[src/rtl/instr_mem_pkg.sv]
// Shared constants for the instruction fetch memory: error bit positions,
// the NOP encoding and the default parameter values.
package instr_mem_pkg;

    localparam int DEF_WORD_W = 32;
    localparam int DEF_DEPTH  = 128;
    localparam int DEF_ADDR_W = 32;
    localparam int DEF_LAT    = 1;

    localparam int ERR_W        = 2;
    localparam int ERR_MISALIGN = 0;
    localparam int ERR_RANGE    = 1;

    // Returned in place of memory data whenever a fetch is in error.
    localparam logic [DEF_WORD_W-1:0] NOP = '0;

endpackage

[src/rtl/rsp_fifo.sv]
// Synchronous in-order FIFO used as the fetch response queue.
// Works for any depth, including non powers of two.
module rsp_fifo
    import instr_mem_pkg::*;
#(
    parameter int WIDTH = 8,
    parameter int DEPTH = 2,
    localparam int CNT_W = $clog2(DEPTH + 1),
    localparam int PTR_W = (DEPTH > 1) ? $clog2(DEPTH) : 1
) (
    input  logic             clk,
    input  logic             rst,
    input  logic             clr_i,
    input  logic             push_i,
    input  logic [WIDTH-1:0] data_i,
    input  logic             pop_i,
    output logic [WIDTH-1:0] data_o,
    output logic             empty_o,
    output logic [CNT_W-1:0] count_o
);

    logic [WIDTH-1:0] mem_q [DEPTH];
    logic [PTR_W-1:0] wrPtr_q, wrPtr_d;
    logic [PTR_W-1:0] rdPtr_q, rdPtr_d;
    logic [CNT_W-1:0] count_q, count_d;
    logic             full;
    logic             doPush;
    logic             doPop;

    function automatic logic [PTR_W-1:0] nextPtr(input logic [PTR_W-1:0] ptr);
        return (ptr == PTR_W'(DEPTH - 1)) ? '0 : ptr + PTR_W'(1);
    endfunction

    assign full    = (count_q == CNT_W'(DEPTH));
    assign empty_o = (count_q == '0);
    assign count_o = count_q;
    assign data_o  = mem_q[rdPtr_q];
    assign doPop   = pop_i && !empty_o;
    assign doPush  = push_i && (!full || doPop);

    always_comb begin
        wrPtr_d = wrPtr_q;
        rdPtr_d = rdPtr_q;
        count_d = count_q;
        if (doPush) begin
            wrPtr_d = nextPtr(wrPtr_q);
        end
        if (doPop) begin
            rdPtr_d = nextPtr(rdPtr_q);
        end
        case ({doPush, doPop})
            2'b10:   count_d = count_q + CNT_W'(1);
            2'b01:   count_d = count_q - CNT_W'(1);
            default: count_d = count_q;
        endcase
    end

    // Clear wins over any push or pop in the same cycle.
    always_ff @(posedge clk) begin
        if (rst || clr_i) begin
            wrPtr_q <= '0;
            rdPtr_q <= '0;
            count_q <= '0;
        end else begin
            wrPtr_q <= wrPtr_d;
            rdPtr_q <= rdPtr_d;
            count_q <= count_d;
        end
    end

    always_ff @(posedge clk) begin
        if (doPush) begin
            mem_q[wrPtr_q] <= data_i;
        end
    end

endmodule

[src/rtl/instr_fetch_mem.sv]
// Instruction memory with a valid/ready fetch port, a loader write port and
// an in-order response queue; read latency is LAT cycles (1 or 2).
module instr_fetch_mem
    import instr_mem_pkg::*;
#(
    parameter int WORD_W = DEF_WORD_W,
    parameter int DEPTH  = DEF_DEPTH,
    parameter int ADDR_W = DEF_ADDR_W,
    parameter int LAT    = DEF_LAT,
    localparam int IDX_W = (DEPTH > 1) ? $clog2(DEPTH) : 1
) (
    input  logic              clk,
    input  logic              rst,
    input  logic              req_valid,
    output logic              req_ready,
    input  logic [ADDR_W-1:0] req_addr,
    output logic              rsp_valid,
    input  logic              rsp_ready,
    output logic [WORD_W-1:0] rsp_instr,
    output logic [ADDR_W-1:0] rsp_addr,
    output logic [ERR_W-1:0]  rsp_err,
    input  logic              ld_en,
    input  logic [IDX_W-1:0]  ld_addr,
    input  logic [WORD_W-1:0] ld_data,
    input  logic              flush
);

    localparam int QDEPTH = LAT + 1;
    localparam int NSTG   = LAT - 1;
    localparam int ENT_W  = WORD_W + ADDR_W + ERR_W;
    localparam int CNT_W  = $clog2(QDEPTH + 1);

    logic [WORD_W-1:0] mem_q [DEPTH];
    logic              ldInRange;
    logic [ADDR_W-1:0] wordIdx;
    logic [ERR_W-1:0]  reqErr;
    logic [WORD_W-1:0] reqInstr;
    logic [ENT_W-1:0]  reqEnt;
    logic              accept;
    logic              pushVal;
    logic [ENT_W-1:0]  pushEnt;
    logic [CNT_W-1:0]  stgCnt;
    logic [CNT_W-1:0]  fifoCount;
    logic              fifoEmpty;
    logic [ENT_W-1:0]  fifoHead;
    logic              pop;
    logic [CNT_W:0]    outstanding;

    if (DEPTH == (1 << IDX_W)) begin : gLdFull
        assign ldInRange = 1'b1;
    end else begin : gLdPartial
        assign ldInRange = (int'(ld_addr) < DEPTH);
    end

    // Loader writes are blocked during reset but memory itself is never cleared.
    always_ff @(posedge clk) begin
        if (!rst && ld_en && ldInRange) begin
            mem_q[ld_addr] <= ld_data;
        end
    end

    // The memory read happens here and is captured on the acceptance edge,
    // so a same-edge loader write is seen only by later fetches.
    always_comb begin
        reqErr               = '0;
        wordIdx              = req_addr >> 2;
        reqErr[ERR_MISALIGN] = (req_addr[1:0] != 2'b00);
        reqErr[ERR_RANGE]    = (wordIdx >= ADDR_W'(DEPTH));
        reqInstr             = WORD_W'(NOP);
        if (reqErr == '0) begin
            reqInstr = mem_q[wordIdx[IDX_W-1:0]];
        end
    end

    assign reqEnt = {reqInstr, req_addr, reqErr};

    assign pop         = rsp_valid && rsp_ready;
    assign outstanding = (CNT_W+1)'(stgCnt) + (CNT_W+1)'(fifoCount) - (CNT_W+1)'(pop);
    assign req_ready   = !flush && (outstanding < (CNT_W+1)'(QDEPTH));
    assign accept      = req_valid && req_ready && !rst;

    // LAT-1 delay stages sit in front of the queue; with LAT=1 an accepted
    // request is written straight into the queue on its acceptance edge.
    if (NSTG == 0) begin : gNoStage
        assign pushVal = accept;
        assign pushEnt = reqEnt;
        assign stgCnt  = '0;
    end else begin : gStage
        logic [NSTG-1:0]  stgValid_q;
        logic [ENT_W-1:0] stgEnt_q [NSTG];

        always_ff @(posedge clk) begin
            if (rst || flush) begin
                stgValid_q <= '0;
            end else begin
                stgValid_q[0] <= accept;
                for (int i = 1; i < NSTG; i++) begin
                    stgValid_q[i] <= stgValid_q[i-1];
                end
            end
        end

        always_ff @(posedge clk) begin
            stgEnt_q[0] <= reqEnt;
            for (int i = 1; i < NSTG; i++) begin
                stgEnt_q[i] <= stgEnt_q[i-1];
            end
        end

        always_comb begin
            stgCnt = '0;
            for (int i = 0; i < NSTG; i++) begin
                stgCnt = stgCnt + CNT_W'(stgValid_q[i]);
            end
        end

        assign pushVal = stgValid_q[NSTG-1];
        assign pushEnt = stgEnt_q[NSTG-1];
    end

    rsp_fifo #(
        .WIDTH(ENT_W),
        .DEPTH(QDEPTH)
    ) u_rsp_fifo (
        .clk    (clk),
        .rst    (rst),
        .clr_i  (flush),
        .push_i (pushVal),
        .data_i (pushEnt),
        .pop_i  (pop),
        .data_o (fifoHead),
        .empty_o(fifoEmpty),
        .count_o(fifoCount)
    );

    assign rsp_valid                      = !fifoEmpty;
    assign {rsp_instr, rsp_addr, rsp_err} = fifoHead;

endmodule

[config.mk]
export PLATFORM = sky130hd
export DESIGN_NAME = instr_fetch_mem
export DESIGN_NICKNAME = d
export VERILOG_FILES = /design/src/rtl/instr_mem_pkg.sv /design/src/rtl/rsp_fifo.sv /design/src/rtl/instr_fetch_mem.sv
export SDC_FILE = /design/constraint.sdc
export NUM_CORES = 2
export LEC_CHECK = 0
export ABC_AREA = 1
export ABC_CLOCK_PERIOD_IN_PS = 15400
export CORE_ASPECT_RATIO = 1.2
export CORE_MARGIN = 10
export CORE_UTILIZATION = 51
export DETAILED_ROUTE_END_ITERATION = 8
export PLACE_DENSITY = 0.66
export SLEW_MARGIN = 5
export SYNTH_ARGS = -nofsm -noshare
export SYNTH_HDL_FRONTEND = slang
export SYNTH_HIERARCHICAL = 1
export SYNTH_MEMORY_MAX_BITS = 65536
export SYNTH_SLANG_ARGS = --single-unit
[constraint.sdc]
create_clock -name clk -period 15.4 [get_ports clk]
set_input_delay 4.62 -clock clk [delete_from_list [all_inputs] [get_ports clk]]
set_output_delay 4.62 -clock clk [all_outputs]
set_load 0.05 [all_outputs]
==> run_results.csv <==
group,metric,value,unit
floorplanning,boundaryPins,145,
timing,setup_viol,0,
clock_network,clk_pin_slew,0.06,ns
critical_path,regToRegEndpoint,"u_rsp_fifo/mem_q[0][64]",
finish,syn_to_final_growth,10.5,%
hold_path,min_path_type,"register to register",
synthesis,syn-instance-count,13900,
routing,ant_nets,0,
finish,drive_gt1_share,7.76,%
timing,slew_viol_final,0,
finish,mostFrequentLayoutCell,"nand2_1",
critical_path,critPathSlowestCell,"clkdlybuf4s50_1",
critical_path,cp_cell_sequence,"clkdlybuf4s50_1, inv_1, nor2_1, nand2_1, a21oi_1, o21ai_0, inv_1, clkdlybuf4s50_1",
clock_network,cts_tree,"yes",
synthesis,avgSynthCellArea,12.3,µm²
synthesis,synth-seq-area-share,74.6,%
hold_path,min_path_cells,2,
critical_path,worst_path_dominant_cell_family,"buffers and inverters",
critical_path,path_class,"input pin to output pin",
global_routing,grt_pass1_vias,103000,
run_status,status,"complete, no violations",
clock_network,clockBufferDepth,4,
critical_path,reg2reg_from,"u_rsp_fifo/count_o[1]",
floorplanning,die_h,653,µm
critical_path,crit_path_end_kind,"output pin",
placement,place_inst,17800,
placement,placed_area,0.176,mm²
finish,finalNonFillerCells,18600,
critical_path,r2r_setup_slack,11.69,ns
routing,vias_per_cell,5.90,
hold_path,hold_start,"u_rsp_fifo/rdPtr_q",
routing,via_count,110000,
routing,drt_pre_antenna_iters,8,
finish,fill_cells,26500,
routing,wire_per_inst,25.7,µm
pwr,peakVddDrop,0.0000983,V
timing,hold_ws,0.483,ns
pwr,leakage,65.1,nW
critical_path,slowest_delay,0.81,ns
clock_network,cts_resized,0,
timing,tightest_slew,1.23,ns
critical_path,ff2ff_path_depth,13,
critical_path,cp_num_buf_inv,4,
placement,io_buffers,144,
job,maxCapViolCount,0,
pwr,power,23.6,mW
clock_network,cts_inserted_buffers,397,
global_routing,gr-total-overflow,0,
floorplanning,rows,232,
synthesis,ys_warn_count,6,
floorplanning,die_w,548,µm
synthesis,synth_top_cell_by_area,"edfxtp_1",
routing,wl,477000,µm
clock_network,htreeDepth,5,
synthesis,ys_types,31,
timing,hold_viol,0,
synthesis,ys_ff_latch,4233,
critical_path,critical_path_peak_fanout,5,
placement,dp_slack,4.03,ns
synthesis,yosys.area.top_type_share,74.5,%
floorplanning,die_area,0.358,mm²
timing,rsz0062_at_grt,"false",
clock_network,holdBufCountCts,0,
clock_network,cts.sinks,4233,
global_routing,grt_pass1_wl,693000,µm
floorplanning,initial_utilization,51.2,%
timing,timing.fmax,87.8,MHz
finish,nets,13800,
timing,fin_ws,4.01,ns
critical_path,crit_required,10.78,ns
clock_network,postCtsSetupBuffers,0,
placement,dp_hpwl,244000,µm
finish,mostFrequentLayoutCells,"nand2_1 (4,380), edfxtp_1 (4,228), nand3_1 (3,467)",
routing,route.detailed.drc,0,
finish,final_cell_area,0.188,mm²
pwr,power.density,125,mW/mm²
timing,tns,0,ns
critical_path,cp_data_arrival_time,6.77,ns
clock_network,clk_latency,0.97,ns
timing,skew,0.0746,ns
timing,min_period_over_period,73.9,%
global_routing,grt_use_total,25.8,%
synthesis,syn_nets,13900,
synthesis,syn_area,0.170,mm²
critical_path,start_kind,"input pin",
global_routing,antenna_found_initial,22,
finish,fin_util,56.6,%
floorplanning,core,0.333,mm²
timing,post-route-min-period,11.39,ns
global_routing,grt_max_degree,200,
synthesis,synth_area_leaders,"edfxtp_1 (75%), nand3_1 (10%), nand2_1 (9.7%), buf_2 (1.5%), nor2_1 (0.67%)",
routing,drtIter0Drc,13800,
timing,slew_headroom,17.7,%
clock_network,cts_root_buf,"clkbuf_16",
placement,globalplace.congestion,0.825,
## cell families after synthesis
kind of cell	count (synthesis)	synth area share [%]
AOI/OAI and AO/OA	250	0.775
muxes	66	0.524
DFF	4233	74.6
buffers and inverters	1045	3.22
and+or+nand+nor	8266	20.9
## final cells by class
class                           instances  area, µm²  area share (%)
Sequential cell                      4233     127000            67.5
Antenna cell                           16       40.0          0.0213
Clock buffer                          495      10500            5.59
Timing Repair Buffer                  418       3780            2.01
Tap cell                             4446       5560            2.96
Inverter                              139        567           0.301
Clock inverter                        223       1830           0.972
Multi-Input combinational cell       8582      38800            20.6
## worst max path at each step
stage / start / end / slack, ns / depth (start not counted)
6_report: rsp_ready / req_ready / 4.01 / 8
5_1_grt: rsp_ready / req_ready / 3.89 / 8
4_1_cts: rsp_ready / req_ready / 4.01 / 8
3_3_place_gp: rsp_ready / req_ready / 3.99 / 8
2_1_floorplan: rsp_ready / req_ready / 5.27 / 6
3_5_place_dp: rsp_ready / req_ready / 4.03 / 8
## state kept, by name, indices dropped and copies added (netlist names), named ones only
signal              count
mem_q                4096
u_rsp_fifo/wrPtr_q      1
u_rsp_fifo/count_o      2
u_rsp_fifo/rdPtr_q      1
u_rsp_fifo/mem_q      132
## per-layer routing
metal  track usage (%)  vias up  share of wire, %
li1                  -    49100                 -
met1              34.6    54100                38
met2              41.9     5423                47
met3              4.09      933               9.3
met4              11.5        6               4.9
met5                 0        -            0.0080
## power by group
part	internal (mW)	switching, mW
clock network	5.31	4.17
registers	12.7	0.00656
logic	0.318	1.10
total	18.3	5.27
## tightest hold or removal path, delay by kind of cell (launching register included)
kind,cells,cell delay [ns]
AOI/OAI and AO/OA,1,0.07
buffers and inverters,1,0.07
DFF,1,0.30
## synthesized netlist by cell type (all sizes together)
library cell	instances
dfxtp	5
a21oi	106
clkinv	1
nand2	4389
nand4	44
mux2	66
nor4	4
nor3	29
a211oi	3
buf	753
o21ai	119
edfxtp	4228
nor2	302
a31oi	1
inv	138
nand3	3468
clkbuf	153
o211ai	21
or2	30
No activity file was read; power rests on OpenSTA's default activity.
